**config.mk**
```make
export PLATFORM = sky130hd
export DESIGN_NAME = serial_adder_n
export DESIGN_NICKNAME = d
export VERILOG_FILES = /design/src/rtl/serial_adder_n.sv
export SDC_FILE = /design/constraint.sdc
export NUM_CORES = 1
export LEC_CHECK = 0
export ABC_AREA = 1
export BUFFER_PORTS_ARGS = -buffer_cell sky130_fd_sc_hd__buf_2
export CORE_MARGIN = 4
export CORE_UTILIZATION = 57
export CTS_BUF_LIST = sky130_fd_sc_hd__clkbuf_4 sky130_fd_sc_hd__clkbuf_8
export DETAILED_ROUTE_END_ITERATION = 8
export PLACE_DENSITY = 0.81
export SLEW_MARGIN = 10
export SYNTH_ARGS = -nofsm -noshare
export SYNTH_HDL_FRONTEND = slang
export SYNTH_SLANG_ARGS = --single-unit
```
**constraint.sdc**
```tcl
create_clock -name clk -period 1.62 [get_ports clk]
set_input_delay 0.243 -clock clk [delete_from_list [all_inputs] [get_ports clk]]
set_output_delay 0.243 -clock clk [all_outputs]
set_load 0.01 [all_outputs]
```
**src/rtl/serial_adder_n.sv**
```systemverilog
// Bit-serial adder: WIDTH-bit operands summed LSB-first through one full-adder cell and a carry flop.
// Latency: start sampled at E0 -> done pulse in the cycle after E_WIDTH (WIDTH+1 edges); one op per WIDTH+1 cycles.
// Backpressure: none; start is ignored while busy, accepted in IDLE or in the DONE cycle (back-to-back).
// Optional subtract mode enabled by defining SERIAL_ADDER_SUB_EN (adds port sub; a-b-cin, cout=1 means no borrow).
module serial_adder_n #(
    parameter int WIDTH = 8
) (
    input  logic             clk,
    input  logic             reset,
    input  logic             start,
    input  logic [WIDTH-1:0] a,
    input  logic [WIDTH-1:0] b,
    input  logic             cin,
`ifdef SERIAL_ADDER_SUB_EN
    input  logic             sub,
`endif
    output logic             busy,
    output logic             done,
    output logic [WIDTH-1:0] sum,
    output logic             cout
);

    // Counter must hold WIDTH-1 without wrapping, including the WIDTH=1 case.
    localparam int CW = $clog2(WIDTH + 1);
    localparam logic [CW-1:0] LAST_BIT = CW'(WIDTH - 1);

    typedef enum logic [1:0] {
        S_IDLE = 2'd0,
        S_RUN  = 2'd1,
        S_DONE = 2'd2
    } state_t;

    state_t           r_state;
    state_t           w_state_nxt;

    logic [WIDTH-1:0] r_a_sh;
    logic [WIDTH-1:0] r_b_sh;
    logic [WIDTH-1:0] r_work;
    logic             r_carry;
    logic [CW-1:0]    r_cnt;
    logic [WIDTH-1:0] r_sum;
    logic             r_cout;

    logic             w_accept;
    logic             w_last;
    logic             w_bit;
    logic             w_carry_nxt;
    logic [WIDTH-1:0] w_work_nxt;
    logic [WIDTH-1:0] w_b_load;
    logic             w_c_load;

    // Subtract is add of the inverted operand with the carry-in flipped (two's complement).
`ifdef SERIAL_ADDER_SUB_EN
    assign w_b_load = sub ? ~b : b;
    assign w_c_load = cin ^ sub;
`else
    assign w_b_load = b;
    assign w_c_load = cin;
`endif

    // A new request is only taken when no operation is in flight.
    assign w_accept    = start && ((r_state == S_IDLE) || (r_state == S_DONE));
    assign w_last      = (r_cnt == LAST_BIT);

    // The single full-adder cell.
    assign w_bit       = r_a_sh[0] ^ r_b_sh[0] ^ r_carry;
    assign w_carry_nxt = (r_a_sh[0] & r_b_sh[0]) | (r_carry & (r_a_sh[0] ^ r_b_sh[0]));

    // Result bits enter at the MSB so the LSB lands at bit 0 after WIDTH shifts.
    generate
        if (WIDTH == 1) begin : g_work_w1
            assign w_work_nxt = w_bit;
        end else begin : g_work_wn
            assign w_work_nxt = {w_bit, r_work[WIDTH-1:1]};
        end
    endgenerate

    // State register.
    always_ff @(posedge clk or posedge reset) begin
        if (reset) begin
            r_state <= S_IDLE;
        end else begin
            r_state <= w_state_nxt;
        end
    end

    // Next-state and handshake outputs; busy/done decode directly from the state.
    always_comb begin
        w_state_nxt = r_state;
        busy        = 1'b0;
        done        = 1'b0;
        case (r_state)
            S_IDLE: begin
                if (w_accept) w_state_nxt = S_RUN;
            end
            S_RUN: begin
                busy = 1'b1;
                if (w_last) w_state_nxt = S_DONE;
            end
            S_DONE: begin
                done        = 1'b1;
                w_state_nxt = w_accept ? S_RUN : S_IDLE;
            end
            default: begin
                w_state_nxt = S_IDLE;
            end
        endcase
    end

    // Operand capture, serial shifting, and result capture on the final bit.
    always_ff @(posedge clk or posedge reset) begin
        if (reset) begin
            r_a_sh  <= '0;
            r_b_sh  <= '0;
            r_work  <= '0;
            r_carry <= 1'b0;
            r_cnt   <= '0;
            r_sum   <= '0;
            r_cout  <= 1'b0;
        end else if (w_accept) begin
            r_a_sh  <= a;
            r_b_sh  <= w_b_load;
            r_carry <= w_c_load;
            r_cnt   <= '0;
        end else if (r_state == S_RUN) begin
            r_a_sh  <= r_a_sh >> 1;
            r_b_sh  <= r_b_sh >> 1;
            r_carry <= w_carry_nxt;
            r_work  <= w_work_nxt;
            r_cnt   <= r_cnt + CW'(1);
            if (w_last) begin
                r_sum  <= w_work_nxt;
                r_cout <= w_carry_nxt;
            end
        end
    end

    assign sum  = r_sum;
    assign cout = r_cout;

endmodule

```
# --- Word level (Yosys, flattened, before mapping) ---
# Cells that the tools add are included.
classes:
  n_addsub: 1
  n_mul: 0
  n_div: 0
  magnitude_cmp: 0
  eq_ne: 5
  n_shift: 0
  muxes: 14
  n_bitwise: 6
  n_reduce_logical: 7
ops:
  columns: ["cell", "n"]
  rows:
  - ["two-way mux 8 bit", 4]
  - ["two-way mux 4 bit", 2]
  - ["one-hot mux 2 bit (3 select lines)", 1]
  - ["two-way mux 1 bit", 5]
  - ["adder 4 x 1 -> 4 bit (second input constant)", 1]
  - ["equality test 4 x 3 -> 1 bit (second input constant)", 1]
  - ["two-way mux 2 bit", 2]
  - ["inequality test 2 bit (second input constant)", 2]
  - ["AND reduction 2 bit", 2]
  - ["AND reduction 3 bit", 1]
  - ["AND 1 bit", 2]
  - ["equality test 2 x 1 -> 1 bit (second input constant)", 1]
  - ["equality test 2 bit (second input constant)", 1]
  - ["logical NOT 2 bit", 1]
  - ["nonzero test 2 bit", 1]
  - ["XOR 1 bit", 2]
  - ["logical AND 1 bit", 1]
  - ["logical OR 1 bit", 1]
  - ["inverter 1 bit", 1]
  - ["OR 1 bit", 1]
word_totals:
  register_bits: 40
  latch_bits: 0
  mem_bits_rw: 0
  romBits: 0
  out_inout_bits: 11
  wordCells: 41
  mem_count: 0

# --- Longest topological paths before layout ---
depth:
  ltp_word: 5
  depth_mapped: 8
  ltp_nobuf: 7

# --- Worst setup path after synthesis ---
# No wires, ideal clock.
synth_timing:
  kind: "reg2reg"
  start: "register r_cnt[0]"
  end: "register r_cout, in the netlist cout"
  arrival_ns: 1.118
  setup_slack_ns: 0.428
  stages_incl_launch_ff: 7
  n_path_buf: 1
  synth_period_minus_slack_ns: 1.192
  path_cell_list: "dfrtp_1 -> ha_1 -> nand2_1 -> nor2_1 -> nand2_4 -> buf_6 -> o21ai_2"
synth_via:
  elab_chain_cells: 2
synth_lines:
  columns: ["element", "line_no", "text"]
  rows:
  - ["start, declared", "40", "logic [CW-1:0] r_cnt;"]
  - ["start signal, assigned", "130", "r_cnt <= r_cnt + CW'(1);"]
  - ["equality test 4 x 3 -> 1 bit", "63", "assign w_last = (r_cnt == LAST_BIT);"]
  - ["AND reduction 3 bit (no source line)", null, null]
  - ["end signal, assigned", "133", "r_cout <= w_carry_nxt;"]
  - ["end, declared", "42", "logic r_cout;"]
# Every way passes these cells.
# A chain may end at the register's enable or synchronous reset.

# --- Final worst setup path ---
layout_timing:
  start: "register r_state[0]"
  end: "output port busy"
layout_via:
  elab_chain_cells: 2
layout_lines:
  columns: ["element", "line_no", "text"]
  rows:
  - ["start, declared", "33", "state_t r_state;"]
  - ["start signal, assigned", "83", "r_state <= w_state_nxt;"]
  - ["equality test 2 x 1 -> 1 bit", "92", "case (r_state)"]
  - ["two-way mux 1 bit", "92", null]
  - ["end, declared", "17", "output logic busy,"]
# Every way passes these cells.

==> reports/qor.csv <==
stage,metric,value,unit
drt,routed-via-count,1432,
placed_design,io_buffers,30,
logic_synthesis,synth_area,0.001807,mm^2
logic_synthesis,syn_avg_cell_area,8.102,um^2
pwr,clockPowerShare,17.0,%
cells_and_area,area_growth,15.93,%
logic_synthesis,yosys.cell_count.top_type,nand2_1,
cells_and_area,final_area,0.002095,mm^2
logic_synthesis,yosys_warnings,0,
floorplan,die_w,64.30,um
floorplan,initial_core_util,59.18,%
pwr,combPwrFrac,40.8,%
logic_synthesis,synthCells,223,
logic_synthesis,synthArstFlopShare,100.0,%
sta,fmax,662.0,MHz
drt,viasPerCell,4.726,
worst_setup_path,critPathKind,flop to output pin,
sta,finalCriticalPeriod,1511,ps
grt,grt_pass1_vias,1400,
worst_setup_path,cp.required,1380,ps
cts,clk_path_buf_depth,2,
logic_synthesis,synth.ff_latch_count,39,
pwr,p_leak,1.213,nW
worst_setup_path,critPathMaxFanout,19,
drt,firstDrtPassIters,4,
sta,fin_crit_sh,93.25,%
cts,insertion_delay,350,ps
drt,wl_per_cell,10.74,um
pwr,irDropWorstVdd,908.6,uV
placed_design,gp_congestion,0.7831,
logic_synthesis,syn_nets,245,
floorplan,die_h,64.30,um
sta,setup_viol,0,
pwr,total_power,3.956,mW
cells_and_area,n_antenna_cell,0,
drt,drt_iter0_drc,56,
cts,cts.root.buffer_cell,clkbuf_4,
sta,rsz0062_at_grt,false,
logic_synthesis,synth_edf_count,0,
floorplan,fp-row-count,20,
placed_design,placed_area,0.001992,mm^2
sta,slew_violations,0,
floorplan,die_area,0.004134,mm^2
drt,antenna_left,0,
sta,tns,0,ps
logic_synthesis,seq_area_frac_synth,54.02,%
logic_synthesis,synthFlopType,dfrtp_1,
worst_setup_path,crit_arrival,1270,ps
cts,path_clk_slew,110,ps
logic_synthesis,synth_top_area_share,54.02,%
pwr,power.switching,1.590,mW
min_path,hold_path.class,input port to flop,
sta,hold_viol,0,
drt,drcViolationCount,0,
cts,cts_num_sinks,39,
logic_synthesis,synth_commonest_cells,"97 x nand2_1, 39 x dfrtp_1, 36 x inv_1, 10 x o21ai_0",
drt,wl,3253,um
sta,max_slew_margin,68.41,%
grt,track_usage,18.47,%
cts,post_cts_buffers,0,
floorplan,io_pins,31,
pwr,switching_share,40.19,%
sta,fin_worst_skew,7.026,ps
floorplan,core_area,0.003053,mm^2
outcome,status,finished clean,
logic_synthesis,synth.area.top_cells,"dfrtp_1 54%, nand2_1 20%, inv_1 7.5%",
sta,worstMarginPinSlew,473.9,ps
logic_synthesis,synth.distinct_cells,19,
cells_and_area,fin_nets,280,
worst_setup_path,critPathCaptureType,output pin,
pwr,p_seq_share,42.3,%
cells_and_area,drive_gt1_share,22.78,%
grt,gr-total-overflow,0,
grt,grt_antenna_before_repair,0,
worst_setup_path,rr_worst_depth,6,
cts,cts.htree.levels,2,
cts,cts_made_buffers,5,
worst_setup_path,startpoint_type,flop,
logic_synthesis,synth_top_area_cell,dfrtp_1,
placed_design,hpwl,2340,um
grt,grt_start_max_net_pins,40,
cts,cts_tree,done,
min_path,holdPathStages,3,
pwr,p_int,2.366,mW
pwr,power.density,1889,mW/mm^2
grt,grt_pass1_wl,5816,um
job,drv_cap,0,
flip-flops by register name, summed over array words and instances, names as in the netlist:
name     cells
r_work       7
r_b_sh       8
r_state      2
r_cnt        4
sum          8
r_a_sh       8
cout         1
r_carry      1
stage by stage:
stage,std cells,utilization [%],setup WS (ps),hold WS [ps]
final,303,68.61,109.4,97.33
after global routing,303,68.61,28.24,98.58
after CTS,303,68.44,8.254,89.47
after detailed placement,294,65.25,273.2,378.2
after global placement,294,65.25,354.2,380.1
after floorplan,223,-,427.9,359.6
path summary, 6_finish.rpt:
check / from / endpoint / slack, ps
hold / removal: a[7] / r_a_sh[7] / 100
min in group asynchronous: reset / r_work[4] / 550
setup reg to reg: r_cnt[0] / sum[3] / 280
setup / recovery: r_state[0] / busy / 110
max in group asynchronous: reset / r_state[0] / 720
hold reg to reg: r_b_sh[4] / r_b_sh[3] / 490
cells by family (layout without fill, tap and decap cells):
| group | after synthesis | count (layout) | synth area share (%) |
|---|---|---|---|
| simple gates | 115 | 115 | 25.62 |
| buf+inv | 46 | 82 | 10.87 |
| compound gates | 21 | 21 | 7.687 |
| flops | 39 | 39 | 54.02 |
| fa+ha+maj | 2 | 2 | 1.800 |
power groups by stage:
stage                     sequential [mW]  clock (mW)  combinational [mW]
after floorplan                      1.69           0                1.20
after global placement               1.66           0                1.55
after detailed placement             1.68           0                1.62
after CTS                            1.67       0.688                1.63
after global routing                 1.73       0.734                1.88
final                                1.67       0.671                1.61
placed cells by master, fill, tap and decap left out, drive strengths merged:
cell type,count
nor2,6
nand3,9
nand2,100
fa,1
inv,39
dlygate4sd3,1
clkbuf,6
o21ai,20
a21oi,1
ha,1
buf,34
clkinv,1
dfrtp,39
bufinv,1
repair_timing:
item	in CTS	in global routing
hold buffers	1	0
endpoints found under the hold margin	31	0
gates resized for setup	1	3
pin swaps	0	0
endpoints found under the setup margin	1	1
critical path, stage by stage, from the launching register on:
cell and delay, ps:
dfrtp_2 470, nand2_4 210, inv_6 90, buf_2 150
layer usage:
metal | GRT usage, % | wire length (um) | up-vias
met5 | 0 | 0 | -
met4 | 11.61 | 62 | 0
met3 | 4.394 | 120 | 6
met2 | 28.22 | 1598 | 19
met1 | 23.50 | 1472 | 678
li1 | - | - | 729
cell type report:
type | instances | area [um^2]
Sequential cell | 39 | 977.2
Fill cell | 280 | 958.4
Multi-Input combinational cell | 138 | 634.4
Timing Repair Buffer | 35 | 190.2
Inverter | 39 | 151.4
Tap cell | 44 | 55.05
Clock buffer | 6 | 51.30
Clock inverter | 2 | 35.03
(Power assumes the default switching activity.)
